$ cat src/rtl/main_control_fsm_pkg.sv
// Shared encodings for the multi-cycle main control FSM: state codes and
// opcode / op_fun values seen by the ALU control.
package main_control_fsm_pkg;

    typedef logic [2:0] state_t;

    localparam state_t S_IF   = 3'd0;
    localparam state_t S_ID   = 3'd1;
    localparam state_t S_EX   = 3'd2;
    localparam state_t S_MEM  = 3'd3;
    localparam state_t S_WB   = 3'd4;
    localparam state_t S_HALT = 3'd5;

    // OP_R is the opcode value; in EX/MEM/WB the op_fun becomes {1, funct}.
    localparam logic [3:0] OP_R    = 4'b0000;
    localparam logic [3:0] OP_ADDI = 4'b0001;
    localparam logic [3:0] OP_SUBI = 4'b0010;
    localparam logic [3:0] OP_LW   = 4'b0011;
    localparam logic [3:0] OP_SW   = 4'b0100;
    localparam logic [3:0] OP_BEQ  = 4'b0110;
    localparam logic [3:0] OP_HALT = 4'b1111;
    localparam logic [3:0] OP_IDLE = 4'b0000;

endpackage

$ cat src/rtl/main_control_fsm_timer.sv
// Saturating wait counter for the memory handshake; expired_o is high once
// MEM_TIMEOUT low-ready cycles have been counted since the last clear.
module mem_wait_timer #(
    parameter int MEM_TIMEOUT = 15
) (
    input  logic clk,
    input  logic reset,
    input  logic clear_i,
    input  logic enable_i,
    output logic expired_o
);

    localparam int W = (MEM_TIMEOUT < 1) ? 1 : $clog2(MEM_TIMEOUT + 1);
    localparam logic [W-1:0] LIMIT = W'(MEM_TIMEOUT);

    logic [W-1:0] cnt_q;
    logic [W-1:0] cnt_d;

    assign expired_o = (cnt_q == LIMIT);

    always_comb begin
        cnt_d = cnt_q;
        if (clear_i) begin
            cnt_d = '0;
        end else if (enable_i && !expired_o) begin
            cnt_d = cnt_q + W'(1);
        end
    end

    always_ff @(posedge clk or posedge reset) begin
        if (reset) begin
            cnt_q <= '0;
        end else begin
            cnt_q <= cnt_d;
        end
    end

endmodule

$ cat src/rtl/main_control_fsm.sv
// Multi-cycle main control FSM (IF/ID/EX/MEM/WB/HALT) with a bounded memory
// handshake that aborts back to IF when mem_ready never arrives.
module main_control_fsm
    import main_control_fsm_pkg::*;
#(
    parameter int MEM_TIMEOUT = 15
) (
    input  logic       clk,
    input  logic       reset,
    input  logic [3:0] opcode,
    input  logic [2:0] funct,
    input  logic       mem_ready,
    input  logic       zero,
    output logic [3:0] op_fun,
    output logic       mem_read,
    output logic       mem_write,
    output logic       ir_write,
    output logic       pc_write,
    output logic       branch_taken,
    output logic       reg_write,
    output logic       illegal,
    output logic       mem_err,
    output logic       halted
);

    state_t     state_q, state_d;
    logic [3:0] opcode_q;
    logic [2:0] funct_q;
    logic       waiting;
    logic       expired;
    logic       timeout;
    logic [3:0] exec_op;

    assign waiting = (state_q == S_IF) || (state_q == S_MEM);
    assign timeout = waiting && expired && !mem_ready;
    assign exec_op = (opcode_q == OP_R) ? {1'b1, funct_q} : opcode_q;

    // Counter restarts whenever a fresh IF/MEM wait begins, including a re-fetch after abort.
    mem_wait_timer #(
        .MEM_TIMEOUT(MEM_TIMEOUT)
    ) u_timer (
        .clk      (clk),
        .reset    (reset),
        .clear_i  (!waiting || (state_d != state_q) || timeout),
        .enable_i (waiting && !mem_ready),
        .expired_o(expired)
    );

    always_comb begin
        state_d = state_q;
        case (state_q)
            S_IF: begin
                if (mem_ready) state_d = S_ID;
                else if (timeout) state_d = S_IF;
            end
            S_ID: begin
                case (opcode)
                    OP_R, OP_ADDI, OP_SUBI, OP_LW, OP_SW, OP_BEQ: state_d = S_EX;
                    OP_HALT: state_d = S_HALT;
                    default: state_d = S_IF;
                endcase
            end
            S_EX: begin
                case (opcode_q)
                    OP_LW, OP_SW: state_d = S_MEM;
                    OP_BEQ:       state_d = S_IF;
                    default:      state_d = S_WB;
                endcase
            end
            S_MEM: begin
                if (mem_ready) state_d = (opcode_q == OP_LW) ? S_WB : S_IF;
                else if (timeout) state_d = S_IF;
            end
            S_WB:    state_d = S_IF;
            S_HALT:  state_d = S_HALT;
            default: state_d = S_IF;
        endcase
    end

    always_ff @(posedge clk or posedge reset) begin
        if (reset) begin
            state_q  <= S_IF;
            opcode_q <= OP_IDLE;
            funct_q  <= 3'b000;
        end else begin
            state_q <= state_d;
            if (state_q == S_ID) begin
                opcode_q <= opcode;
                funct_q  <= funct;
            end
        end
    end

    // Outputs are forced low for as long as reset is held, even though the state already reads IF.
    always_comb begin
        op_fun       = OP_IDLE;
        mem_read     = 1'b0;
        mem_write    = 1'b0;
        ir_write     = 1'b0;
        pc_write     = 1'b0;
        branch_taken = 1'b0;
        reg_write    = 1'b0;
        illegal      = 1'b0;
        mem_err      = 1'b0;
        halted       = 1'b0;
        if (!reset) begin
            mem_err = timeout;
            case (state_q)
                S_IF: begin
                    mem_read = 1'b1;
                    ir_write = mem_ready;
                    pc_write = mem_ready;
                end
                S_ID: begin
                    case (opcode)
                        OP_R, OP_ADDI, OP_SUBI, OP_LW, OP_SW, OP_BEQ, OP_HALT: illegal = 1'b0;
                        default: illegal = 1'b1;
                    endcase
                end
                S_EX: begin
                    op_fun       = exec_op;
                    branch_taken = (opcode_q == OP_BEQ) && zero;
                end
                S_MEM: begin
                    op_fun    = exec_op;
                    mem_read  = (opcode_q == OP_LW);
                    mem_write = (opcode_q == OP_SW);
                end
                S_WB: begin
                    op_fun    = exec_op;
                    reg_write = 1'b1;
                end
                S_HALT:  halted = 1'b1;
                default: op_fun = OP_IDLE;
            endcase
        end
    end

endmodule

$ cat config.mk
export PLATFORM = sky130hd
export DESIGN_NAME = main_control_fsm
export DESIGN_NICKNAME = d
export VERILOG_FILES = /design/src/rtl/main_control_fsm_pkg.sv /design/src/rtl/main_control_fsm_timer.sv /design/src/rtl/main_control_fsm.sv
export SDC_FILE = /design/constraint.sdc
export NUM_CORES = 1
export LEC_CHECK = 0
export ABC_AREA = 1
export ABC_CLOCK_PERIOD_IN_PS = 1700
export BUFFER_PORTS_ARGS = -buffer_cell sky130_fd_sc_hd__buf_2
export CAP_MARGIN = 10
export CELL_PAD_IN_SITES_DETAIL_PLACEMENT = 0
export CELL_PAD_IN_SITES_GLOBAL_PLACEMENT = 1
export CORE_MARGIN = 3
export CORE_UTILIZATION = 32
export DETAILED_ROUTE_END_ITERATION = 16
export MAX_ROUTING_LAYER = met4
export PLACE_DENSITY_LB_ADDON = 0.1
export SYNTH_ARGS = -nofsm -noshare
export SYNTH_HDL_FRONTEND = slang
export SYNTH_HIERARCHICAL = 1
export SYNTH_SLANG_ARGS = --single-unit
$ cat constraint.sdc
create_clock -name clk -period 1.7 [get_ports clk]
set_input_delay 0.085 -clock clk [delete_from_list [all_inputs] [get_ports clk]]
set_output_delay 0.085 -clock clk [all_outputs]
set_load 0.01 [all_outputs]
==> flow_metrics.py, run 1 <==
metrics = {
    "setup_path": {
        "crit_path_cell_trace": "nor2_2 > inv_2 > nor2_4 > buf_6 > inv_1 > nor3_2 > buf_2",
        "cp_data_arrival_time_ns": 1.53,
        "cp_data_required_time_ns": 1.62,
        "path_buf_inv": 4,
        "critical_path.top_delay_family": "flip-flops",
        "ff2ff_setup_slack_ns": 0.09,
        "worstSetupEndpointType": "output pin",
        "criticalPathCategory": "flip-flop to output pin",
        "critical_path.startpoint_type": "flip-flop",
        "timing.critical_path.slowest_cell_delay_ns": 0.48,
        "crit_fanout": 6,
        "critical-path-slowest-cell": "sky130_fd_sc_hd__dfrtp_2",
    },
    "synth": {
        "syn_nets": 164,
        "synth-async-reset-ratio_pct": 100.0,
        "post_synth_xor_area_fraction_pct": 0.8861,
        "syn-mean-instance-area_um2": 6.503,
        "post_synth_inst_count": 152,
        "synth.cell_area_um2": 988.4,
        "synth_adder_area_share_pct": 1.266,
        "synthDistinctLibCells": 24,
        "ys_seq_elements": 14,
        "yosysSeqAreaShare_pct": 35.44,
        "ys.flop_type": "sky130_fd_sc_hd__dfrtp_1",
        "synth_top_family_by_area": "simple AND/OR/NAND/NOR gates",
        "muxShareOfSynthArea_pct": 0,
        "synth_compound_gate_area_share_pct": 7.722,
        "synth-edff-count": 0,
        "basic_gate_share_of_the_synthesized_area_counting_and_or_nand_and_nor_cells_pct": 43.67,
        "yosysWarnings": 6,
    },
    "clocking": {
        "clockRootBuffer": "sky130_fd_sc_hd__clkbuf_4",
        "cts_tree": "built",
        "cts.clk_slew.worst_paths_ns": 0.09,
        "clock_tree.buffer_depth": 2,
        "tritoncts.num_buffers": 3,
        "clock_latency_late_sink_ns": 0.28,
        "clock_sinks": 14,
        "cts_max_level": 1,
    },
    "pwr": {
        "vdd.ir_drop.worst_mv": 0.6037,
        "static-leakage-power_nw": 0.8124,
        "power_per_cell_area_nw_per_um2": 1568,
    },
    "placed_design": {
        "detailedPlace.worstSlack_ns": -0.004338,
        "post-dp-hpwl_mm": 2.053,
        "place.port_buffers": 23,
        "gp_routability_congestion": 0.7938,
    },
    "status": {
        "outcome": "finished, final reports clean",
    },
    "layout": {
        "combined_area_of_the_multi_input_logic_cells_um2": 568.0,
        "antennaDiodeCount": 0,
        "flow.area_growth_from_synthesis_pct": 38.73,
        "finish.net_count": 210,
        "finalCoreUtilization_pct": 48.07,
        "register_area_um2": 352.8,
        "drive_above_1_share_pct": 38.07,
        "fillCellCount": 307,
    },
    "sta": {
        "max_freq_mhz": 621.0,
        "rsz0062_at_grt": "true",
        "worst_slack_ns": 0.08979,
        "tightestPinTransition_ns": 0.2929,
        "number_of_pins_with_negative_max_slew_slack_in_the_final_report": 0,
        "timing.final.crit_period_ns": 1.610,
        "period_share_pct": 94.72,
        "hold_viol": 0,
        "finalSetupViolCount": 0,
        "finClkSkew_ns": 0.005149,
        "relSlewSlack_pct": 80.48,
    },
    "detailed_routing": {
        "drc_errors": 0,
        "detail_route.iter0.violations": 26,
        "final_antenna_net_count": 0,
        "detailedRoute.firstPassIterationCount": 4,
        "detail_route.wl_per_cell_um": 11.39,
        "detailroute.via_count": 1036,
        "vias_per_cell": 4.544,
        "wl_mm": 2.597,
    },
    "die": {
        "design.core.area_um2": 2853,
        "die-height_um": 61.58,
        "ios": 24,
        "initial_core_utilization_pct": 34.65,
        "design.die.area_um2": 3791,
        "dieWidth_um": 61.58,
        "rows": 19,
    },
    "global_routing": {
        "grt_start_max_net_pins": 14,
        "grt_antenna_before_repair": 0,
        "first_global_vias": 887,
        "globalRouteTotalUtil_pct": 14.93,
        "sum_of_overflow_across_all_layers_after_global_routing": 0,
        "first_pass_grt_wire_length_mm": 3.898,
    },
    "worst_hold_path": {
        "hp-class": "input pin to flip-flop",
    },
    "flow_run": {
        "timing.max_cap.violations": 0,
    },
}
cell families after synthesis:
group,after synthesis
xor gates and xnor gates,1
buffers and inverters,27
DFF,14
adders and majority gates,1
and+or+nand+nor,95
AOI/OAI and AO/OA,14
flip-flops by register name, summed over array words and instances, names as in the netlist:
register	cells
u_timer/cnt_q	4
funct_q	3
state_q	3
opcode_q	4
cells in the mapped netlist (2+ instances only):
cell | instances | area share, %
sky130_fd_sc_hd__a21oi_1 | 3 | 1.5
sky130_fd_sc_hd__buf_4 | 2 | 1.5
sky130_fd_sc_hd__dfrtp_1 | 14 | 35
sky130_fd_sc_hd__inv_1 | 19 | 7.2
sky130_fd_sc_hd__inv_2 | 5 | 1.9
sky130_fd_sc_hd__nand2_1 | 52 | 20
sky130_fd_sc_hd__nand2_2 | 2 | 1.3
sky130_fd_sc_hd__nand3_1 | 9 | 4.6
sky130_fd_sc_hd__nand4_1 | 2 | 1.3
sky130_fd_sc_hd__nor2_1 | 19 | 7.2
sky130_fd_sc_hd__nor2_2 | 2 | 1.3
sky130_fd_sc_hd__nor2_4 | 2 | 2.3
sky130_fd_sc_hd__nor3_1 | 3 | 1.5
sky130_fd_sc_hd__o21ai_0 | 8 | 4.1
layer usage:
| metal | GRT usage, % | wire length [um] | up-vias |
|---|---|---|---|
| met4 | 5.455 | 17 | 0 |
| met5 | - | 0 | - |
| li1 | - | - | 561 |
| met1 | 19.59 | 1306 | 449 |
| met3 | 2.725 | 89 | 2 |
| met2 | 22.87 | 1183 | 24 |
per-stage QoR:
step / instances / total power, mW / hold WS, ns / instance area [um2] / TNS, ns
after floorplan: 152 / 1.351 / -0.1489 / 988.4 / 0
after global placement: 213 / 1.683 / 0.09142 / 1199 / 0
after detailed placement: 213 / 1.692 / 0.1008 / 1199 / -0.004338
after CTS: 222 / 2.004 / 0.002249 / 1284 / 0
after global routing: 228 / 2.355 / -0.01451 / 1371 / -0.03683
final: 228 / 2.150 / 0.005592 / 1371 / 0
placed cells by master (no fill, tap or decap), types with 3 or more instances in the layout:
cell type,n
sky130_fd_sc_hd__clkbuf_4,3
sky130_fd_sc_hd__a21oi_1,3
sky130_fd_sc_hd__nand2_2,6
sky130_fd_sc_hd__inv_1,17
sky130_fd_sc_hd__nor2_1,16
sky130_fd_sc_hd__nand3_1,8
sky130_fd_sc_hd__dfrtp_1,12
sky130_fd_sc_hd__inv_2,7
sky130_fd_sc_hd__buf_4,17
sky130_fd_sc_hd__buf_2,23
sky130_fd_sc_hd__o21ai_0,8
sky130_fd_sc_hd__nor2_2,4
sky130_fd_sc_hd__nor2_4,3
sky130_fd_sc_hd__nand2_1,48
power breakdown:
group	switching (mW)	internal [mW]	leakage, nW	total, mW
Sequential	0.111	0.464	0.178	0.575
Clock	0.116	0.130	0.0210	0.246
Combinational	0.773	0.556	0.613	1.33
cell type report:
cell class              count  area share, %
multi-input cells         111          41.42
flip-flops and latches     14          25.73
repair buffers             44          20.80
inverters                  24          6.569
well taps                  31          2.828
clock buffers               4          2.646
worst paths after layout:
check,startpoint,endpoint,depth (start not counted)
worst min register to register,funct_q[1],funct_q[1],2
worst min-delay path,funct[2],funct_q[2],3
min in group asynchronous,reset,u_timer/cnt_q[3],3
worst max register to register,state_q[1],u_timer/cnt_q[3],13
worst max-delay path,state_q[1],illegal,7
max in group asynchronous,reset,state_q[0],4
worst register-to-register path, delay by kind of cell (launching register included):
kind	cells	cell delay (ns)
AND/OR/NAND/NOR	10	0.84
buffers and inverters	3	0.26
flip-flops	1	0.47
repair_timing:
item	4_1_cts	5_1_grt
gates cloned	0	0
hold buffers	2	0
resized for setup	4	14
buffers inserted	3	6
setup endpoints to repair	7	10
hold endpoints to repair	15	0
pin swaps	0	9
Power figures use the tool's default switching activity.
==> run 2: changes to the inputs <==
- CORE_UTILIZATION: 32 -> 33
- CTS_CLUSTER_SIZE: unset -> 28
- SYNTH_HIERARCHICAL: 1 -> unset
==> run 2 against run 1 <==
Against the previous run: final cell count is 18% lower; via count down 18%; critical path depth decreased by 1; combinational power shrank 38%; sequential share of layout area grew 5.2 points; worst setup slack improved by 0.077 ns; largest cell class unchanged; non-clock buffer count decreased by 16; fmax increased by 5.0%; critical path type unchanged; largest power group unchanged; count of clock-buffer cells in the layout stayed put; area after synthesis down 6.5%; global-route usage shrank 1.4 points; synthesized cell count down 17%.
==> flow_metrics.py, run 2 <==
metrics = {
    "status": {
        "outcome": "finished, final reports clean",
    },
    "synth": {
        "synth_adder_area_share_pct": 1.353,
        "muxShareOfSynthArea_pct": 0,
        "synth.cells.most_frequent": "32 x sky130_fd_sc_hd__nand2_1, 18 x sky130_fd_sc_hd__inv_1, 17 x sky130_fd_sc_hd__nor2_1",
        "post-synth-top-count-cell": "sky130_fd_sc_hd__nand2_1",
        "synth-edff-count": 0,
        "syn-mean-instance-area_um2": 7.338,
        "yosysSeqAreaShare_pct": 37.89,
        "synth.cell_area_um2": 924.6,
        "synth.largest_area_cell": "sky130_fd_sc_hd__dfrtp_1",
        "synth_top_family_by_area": "simple AND/OR/NAND/NOR gates",
        "synthDistinctLibCells": 23,
        "synth_compound_gate_area_share_pct": 9.337,
        "synth-async-reset-ratio_pct": 100.0,
        "post_synth_xor_area_fraction_pct": 1.894,
        "syn_nets": 138,
        "ys_seq_elements": 14,
        "post_synth_inst_count": 126,
        "yosysWarnings": 0,
        "basic_gate_share_of_the_synthesized_area_counting_and_or_nand_and_nor_cells_pct": 37.48,
        "synth_area_leaders": "sky130_fd_sc_hd__dfrtp_1 38%, sky130_fd_sc_hd__nand2_1 13%, sky130_fd_sc_hd__inv_1 7.3%",
        "ys.flop_type": "sky130_fd_sc_hd__dfrtp_1",
        "synth_top_area_share_pct": 37.89,
    },
    "placed_design": {
        "gp_routability_congestion": 0.8590,
        "place.port_buffers": 23,
        "post-dp-hpwl_mm": 1.652,
    },
    "detailed_routing": {
        "vias_per_cell": 4.591,
        "detailedRoute.firstPassIterationCount": 4,
        "detail_route.wl_per_cell_um": 10.62,
        "detail_route.iter0.violations": 34,
        "detailroute.via_count": 854,
        "drc_errors": 0,
        "final_antenna_net_count": 0,
        "wl_mm": 1.975,
    },
    "pwr": {
        "power_per_cell_area_nw_per_um2": 1418,
        "vdd.ir_drop.worst_mv": 0.7092,
        "static-leakage-power_nw": 0.6566,
    },
    "sta": {
        "tightestPinTransition_ns": 0.2945,
        "period_share_pct": 90.17,
        "whs_ns": 0.01881,
        "hold_viol": 0,
        "relSlewSlack_pct": 80.37,
        "number_of_pins_with_negative_max_slew_slack_in_the_final_report": 0,
        "setup_total_negative_slack_ns": 0,
        "finalSetupViolCount": 0,
        "max_freq_mhz": 652.3,
        "timing.final.crit_period_ns": 1.533,
        "finClkSkew_ns": 0.005471,
        "rsz0062_at_grt": "false",
    },
    "worst_hold_path": {
        "worst_hold_path.endpoint": "opcode_q[1]",
        "hp-class": "input pin to flip-flop",
        "min_from": "opcode[1]",
        "hold-path-cell-count": 3,
    },
    "global_routing": {
        "first_pass_grt_wire_length_mm": 3.436,
        "grt-busiest-layer": "met1",
        "grt_antenna_before_repair": 0,
        "global_route.usage.met1_pct": 19.86,
        "first_global_vias": 770,
        "sum_of_overflow_across_all_layers_after_global_routing": 0,
        "grt_start_max_net_pins": 16,
        "globalRouteTotalUtil_pct": 13.54,
        "use_met2_pct": 18.30,
        "grt_util_met3_pct": 1.316,
    },
    "clocking": {
        "cts_tree": "built",
        "cts_max_level": 1,
        "post_cts.repair.setup_buffers": 0,
        "cts.clk_slew.worst_paths_ns": 0.09,
        "clock_tree.buffer_depth": 2,
        "clockRootBuffer": "sky130_fd_sc_hd__clkbuf_4",
        "cts_resized": 0,
        "clock_sinks": 14,
        "clock_latency_late_sink_ns": 0.28,
        "tritoncts.num_buffers": 3,
    },
    "die": {
        "ios": 24,
        "rows": 18,
        "design.die.area_um2": 3473,
        "dieWidth_um": 58.94,
        "die-height_um": 58.94,
        "design.core.area_um2": 2567,
        "initial_core_utilization_pct": 36.01,
    },
    "setup_path": {
        "critical_path.startpoint_type": "flip-flop",
        "rr_startpoint": "state_q[1]",
        "worst_flop_to_flop_path_endpoint": "state_q[0]",
        "ff2ff_setup_slack_ns": 0.51,
        "cp_data_arrival_time_ns": 1.45,
        "worstSetupEndpointType": "output pin",
        "crit_fanout": 6,
        "cp_data_required_time_ns": 1.62,
        "criticalPathCategory": "flip-flop to output pin",
        "worst_r2r_path_depth": 6,
    },
    "layout": {
        "drive_above_1_share_pct": 30.77,
        "finalCoreUtilization_pct": 44.15,
        "flow.area_growth_from_synthesis_pct": 22.60,
        "reg.largest.list": "opcode_q x4, u_timer.cnt_q x4",
        "combined_area_of_the_multi_input_logic_cells_um2": 462.9,
        "register_area_um2": 350.3,
        "finish.net_count": 169,
        "fillCellCount": 288,
        "most-common-layout-cells": "32 x sky130_fd_sc_hd__nand2_1, 23 x sky130_fd_sc_hd__buf_2, 18 x sky130_fd_sc_hd__inv_1",
        "layout.cells.most_common": "sky130_fd_sc_hd__nand2_1",
        "antennaDiodeCount": 0,
    },
    "flow_run": {
        "timing.max_cap.violations": 0,
    },
}
[run 2: cell count changes after synthesis, sizes merged, moves of 2 or more]
cell | previous run | this run
inv | 24 | 20
nor2 | 23 | 19
nand2 | 54 | 38
nand3 | 10 | 13
a21oi | 4 | 2
[run 2: metal layers]
layer | part of all wire, % | wire, um | up-vias
li1 | - | - | 451
met1 | 49 | 975 | 376
met2 | 43 | 855 | 23
met3 | 5.4 | 106 | 4
met4 | 1.9 | 38 | 0
met5 | 0 | 0 | -
[run 2: stage by stage]
stage / worst slack [ns] / std cells / cell area (um2) / power [mW]
2_1_floorplan: 0.5312 / 126 / 924.6 / 1.242
3_3_place_gp: 0.4692 / 178 / 1057 / 1.367
3_5_place_dp: 0.4625 / 178 / 1057 / 1.378
4_1_cts: 0.1373 / 186 / 1134 / 1.628
5_1_grt: 0.0006787 / 186 / 1134 / 1.786
6_report: 0.1670 / 186 / 1134 / 1.607
[run 2: cell families (layout without fill, tap and decap cells)]
logic type                 after synthesis  in the layout
adders and majority gates                1              1
DFF                                     14             14
and+or+nand+nor                         74             74
buffers and inverters                   23             53
xor gates and xnor gates                 2              2
AOI/OAI and AO/OA                       12             12
[run 2: area by class of cell]
| cell class | instances | share of cell area [%] |
|---|---|---|
| Multi-Input combinational cell | 89 | 40.84 |
| Tap cell | 30 | 3.311 |
| Timing Repair Buffer | 28 | 14.35 |
| Clock buffer | 4 | 3.201 |
| Sequential cell | 14 | 30.91 |
| Inverter | 21 | 7.395 |
[run 2: how the worst max path moves through the flow]
| stage | from | endpoint | slack, ns | cells past startpoint |
|---|---|---|---|---|
| 6_report | state_q[1] | op_fun[0] | 0.17 | 6 |
| 5_1_grt | state_q[1] | op_fun[0] | 0.0007 | 6 |
| 4_1_cts | state_q[1] | op_fun[0] | 0.14 | 6 |
| 3_5_place_dp | state_q[1] | op_fun[0] | 0.46 | 6 |
| 3_3_place_gp | opcode_q[2] | mem_read | 0.47 | 6 |
| 2_1_floorplan | state_q[1] | pc_write | 0.53 | 4 |
[run 2: what timing repair did]
item / in CTS / in global routing
hold buffers: 4 / 0
endpoints found under the setup margin: 0 / 0
hold endpoints to repair: 17 / 0
[run 2: where the power goes]
group	internal, mW	switching, mW	leakage, nW
sequential	0.459	0.0927	0.180
combinational	0.286	0.532	0.455
clock	0.130	0.108	0.0210
[run 2: critical path, cell delays in order, from the launching register on]
cell                      delay [ns]
sky130_fd_sc_hd__dfrtp_1        0.46
sky130_fd_sc_hd__nor2_1         0.21
sky130_fd_sc_hd__nand3_1        0.14
sky130_fd_sc_hd__nand2_2        0.12
sky130_fd_sc_hd__nand2_1        0.07
sky130_fd_sc_hd__inv_1          0.05
sky130_fd_sc_hd__buf_2          0.11
==> run 3: changes to the inputs <==
- CORE_MARGIN: 3 -> unset
- MAX_ROUTING_LAYER: met4 -> unset
==> run 3 against run 2 <==
Against the previous run: non-clock buffer count fell by 2; final cell count fell by 1.1%; critical path depth is the same; clock skew is 0.0017 ns higher; flip-flop and latch count is the same; hold slack worse by 0.0071 ns; worst setup slack lost 0.011 ns; clock power is essentially flat; via count fell by 0.59%; global-route usage is 1.8 points higher; combinational power decreased by 0.7%.
==> flow_metrics.py, run 3 (synthesis gave the netlist of run 2 again) <==
metrics = {
    "sta": {
        "max_freq_mhz": 647.7,
        "relSlewSlack_pct": 79.06,
        "setup_total_negative_slack_ns": 0,
        "period_share_pct": 90.82,
        "finClkSkew_ns": 0.007212,
        "finalSetupViolCount": 0,
        "tightestPinTransition_ns": 0.3141,
        "timing.final.crit_period_ns": 1.544,
        "rsz0062_at_grt": "false",
        "hold_viol": 0,
        "number_of_pins_with_negative_max_slew_slack_in_the_final_report": 0,
    },
    "setup_path": {
        "worstSetupEndpointType": "output pin",
        "cp_data_required_time_ns": 1.62,
        "crit_fanout": 6,
        "worst_flop_to_flop_path_endpoint": "state_q[0]",
        "ff2ff_setup_slack_ns": 0.49,
        "critical_path.startpoint_type": "flip-flop",
        "rr_startpoint": "state_q[1]",
        "endpoint": "op_fun[2]",
        "criticalPathCategory": "flip-flop to output pin",
        "crit_start": "state_q[1]",
        "worst_r2r_path_depth": 6,
        "cp_data_arrival_time_ns": 1.46,
    },
    "pwr": {
        "total_power_mw": 1.606,
        "power_per_cell_area_nw_per_um2": 1442,
        "vdd.ir_drop.worst_mv": 0.8805,
        "static-leakage-power_nw": 0.6482,
    },
    "layout": {
        "register_area_um2": 350.3,
        "combined_area_of_the_multi_input_logic_cells_um2": 462.9,
        "most-common-layout-cells": "32 x sky130_fd_sc_hd__nand2_1, 23 x sky130_fd_sc_hd__buf_2, 18 x sky130_fd_sc_hd__inv_1",
        "non_filler_cell_area_final_um2": 1114,
        "finalCoreUtilization_pct": 43.37,
        "drive_above_1_share_pct": 31.17,
        "finish.net_count": 167,
        "reg.largest.list": "opcode_q x4, u_timer.cnt_q x4",
        "antennaDiodeCount": 0,
        "layout.cells.most_common": "sky130_fd_sc_hd__nand2_1",
        "fillCellCount": 303,
        "flow.area_growth_from_synthesis_pct": 20.43,
    },
    "die": {
        "ios": 24,
        "design.core.area_um2": 2567,
        "rows": 18,
        "die-height_um": 54.94,
        "initial_core_utilization_pct": 36.01,
        "dieWidth_um": 54.94,
        "design.die.area_um2": 3018,
    },
    "global_routing": {
        "first_pass_grt_wire_length_mm": 3.174,
        "grt_start_max_net_pins": 16,
        "first_global_vias": 722,
        "globalRouteTotalUtil_pct": 15.38,
        "grt_antenna_before_repair": 0,
        "sum_of_overflow_across_all_layers_after_global_routing": 0,
    },
    "placed_design": {
        "place_area_um2": 1057,
        "gp_routability_congestion": 0.7432,
        "place.port_buffers": 23,
        "post-dp-hpwl_mm": 1.590,
    },
    "detailed_routing": {
        "detailedRoute.firstPassIterationCount": 4,
        "detailroute.via_count": 849,
        "drc_errors": 0,
        "wl_mm": 1.975,
        "vias_per_cell": 4.614,
        "detail_route.wl_per_cell_um": 10.73,
        "detail_route.iter0.violations": 21,
        "final_antenna_net_count": 0,
    },
    "clocking": {
        "clock_sinks": 14,
        "cts_max_level": 1,
        "cts_resized": 0,
        "tritoncts.num_buffers": 3,
        "cts.clk_slew.worst_paths_ns": 0.08,
        "cts_tree": "built",
        "clock_tree.buffer_depth": 2,
        "clock_latency_late_sink_ns": 0.28,
        "post_cts.repair.setup_buffers": 0,
        "clockRootBuffer": "sky130_fd_sc_hd__clkbuf_4",
    },
    "worst_hold_path": {
        "hp-class": "input pin to flip-flop",
    },
    "flow_run": {
        "timing.max_cap.violations": 0,
    },
    "status": {
        "outcome": "finished, final reports clean",
    },
}
run 3: metrics by stage:
step | setup WS, ns | hold WS, ns | cells
after floorplan | 0.5312 | -0.001075 | 126
after global placement | 0.4744 | 0.2609 | 178
after detailed placement | 0.4837 | 0.2466 | 178
after CTS | 0.1589 | 0.00005970 | 184
after global routing | 0.03525 | 0.005570 | 184
final | 0.1561 | 0.01166 | 184
run 3: layer usage:
layer | vias up | GRT usage (%) | share of wire (%)
li1 | 450 | - | -
met5 | - | 0 | 0
met1 | 375 | 21.69 | 52
met3 | 2 | 1.639 | 4.3
met4 | 0 | 8.750 | 0.86
met2 | 22 | 22.69 | 43
run 3: worst min-delay path by stage:
stage | startpoint | to | slack (ns) | cells past startpoint
global placement | reset | funct_q[1] | 0.26 | 3
floorplan | reset | funct_q[0] | -0.001 | 1
CTS | funct[1] | funct_q[1] | 0.00006 | 3
finish | funct[1] | funct_q[1] | 0.01 | 3
global route | funct[1] | funct_q[1] | 0.006 | 3
detailed placement | reset | state_q[0] | 0.25 | 3
run 3: area by class of cell:
| cell class | instances | share of cell area [%] |
|---|---|---|
| multi-input combinational | 89 | 41.57 |
| sequential | 14 | 31.46 |
| timing repair buffer | 26 | 12.81 |
| inverter | 21 | 7.528 |
| tap | 30 | 3.371 |
| clock buffer | 4 | 3.258 |
run 3: critical path, stage by stage, from the launching register on:
cell and delay, ns:
sky130_fd_sc_hd__dfrtp_1 0.47, sky130_fd_sc_hd__nor2_1 0.21, sky130_fd_sc_hd__nand3_1 0.14, sky130_fd_sc_hd__nand2_2 0.13
sky130_fd_sc_hd__nand2_1 0.07, sky130_fd_sc_hd__inv_1 0.05, sky130_fd_sc_hd__buf_2 0.11
run 3: where the power goes:
part           switching (mW)  internal [mW]
Combinational           0.529          0.282
Sequential             0.0950          0.459
Clock                   0.110          0.130
Total                   0.734          0.871
run 3: what timing repair did:
action,4_1_cts,5_1_grt
hold buffers,2,0
endpoints found under the setup margin,0,0
endpoints found under the hold margin,15,0
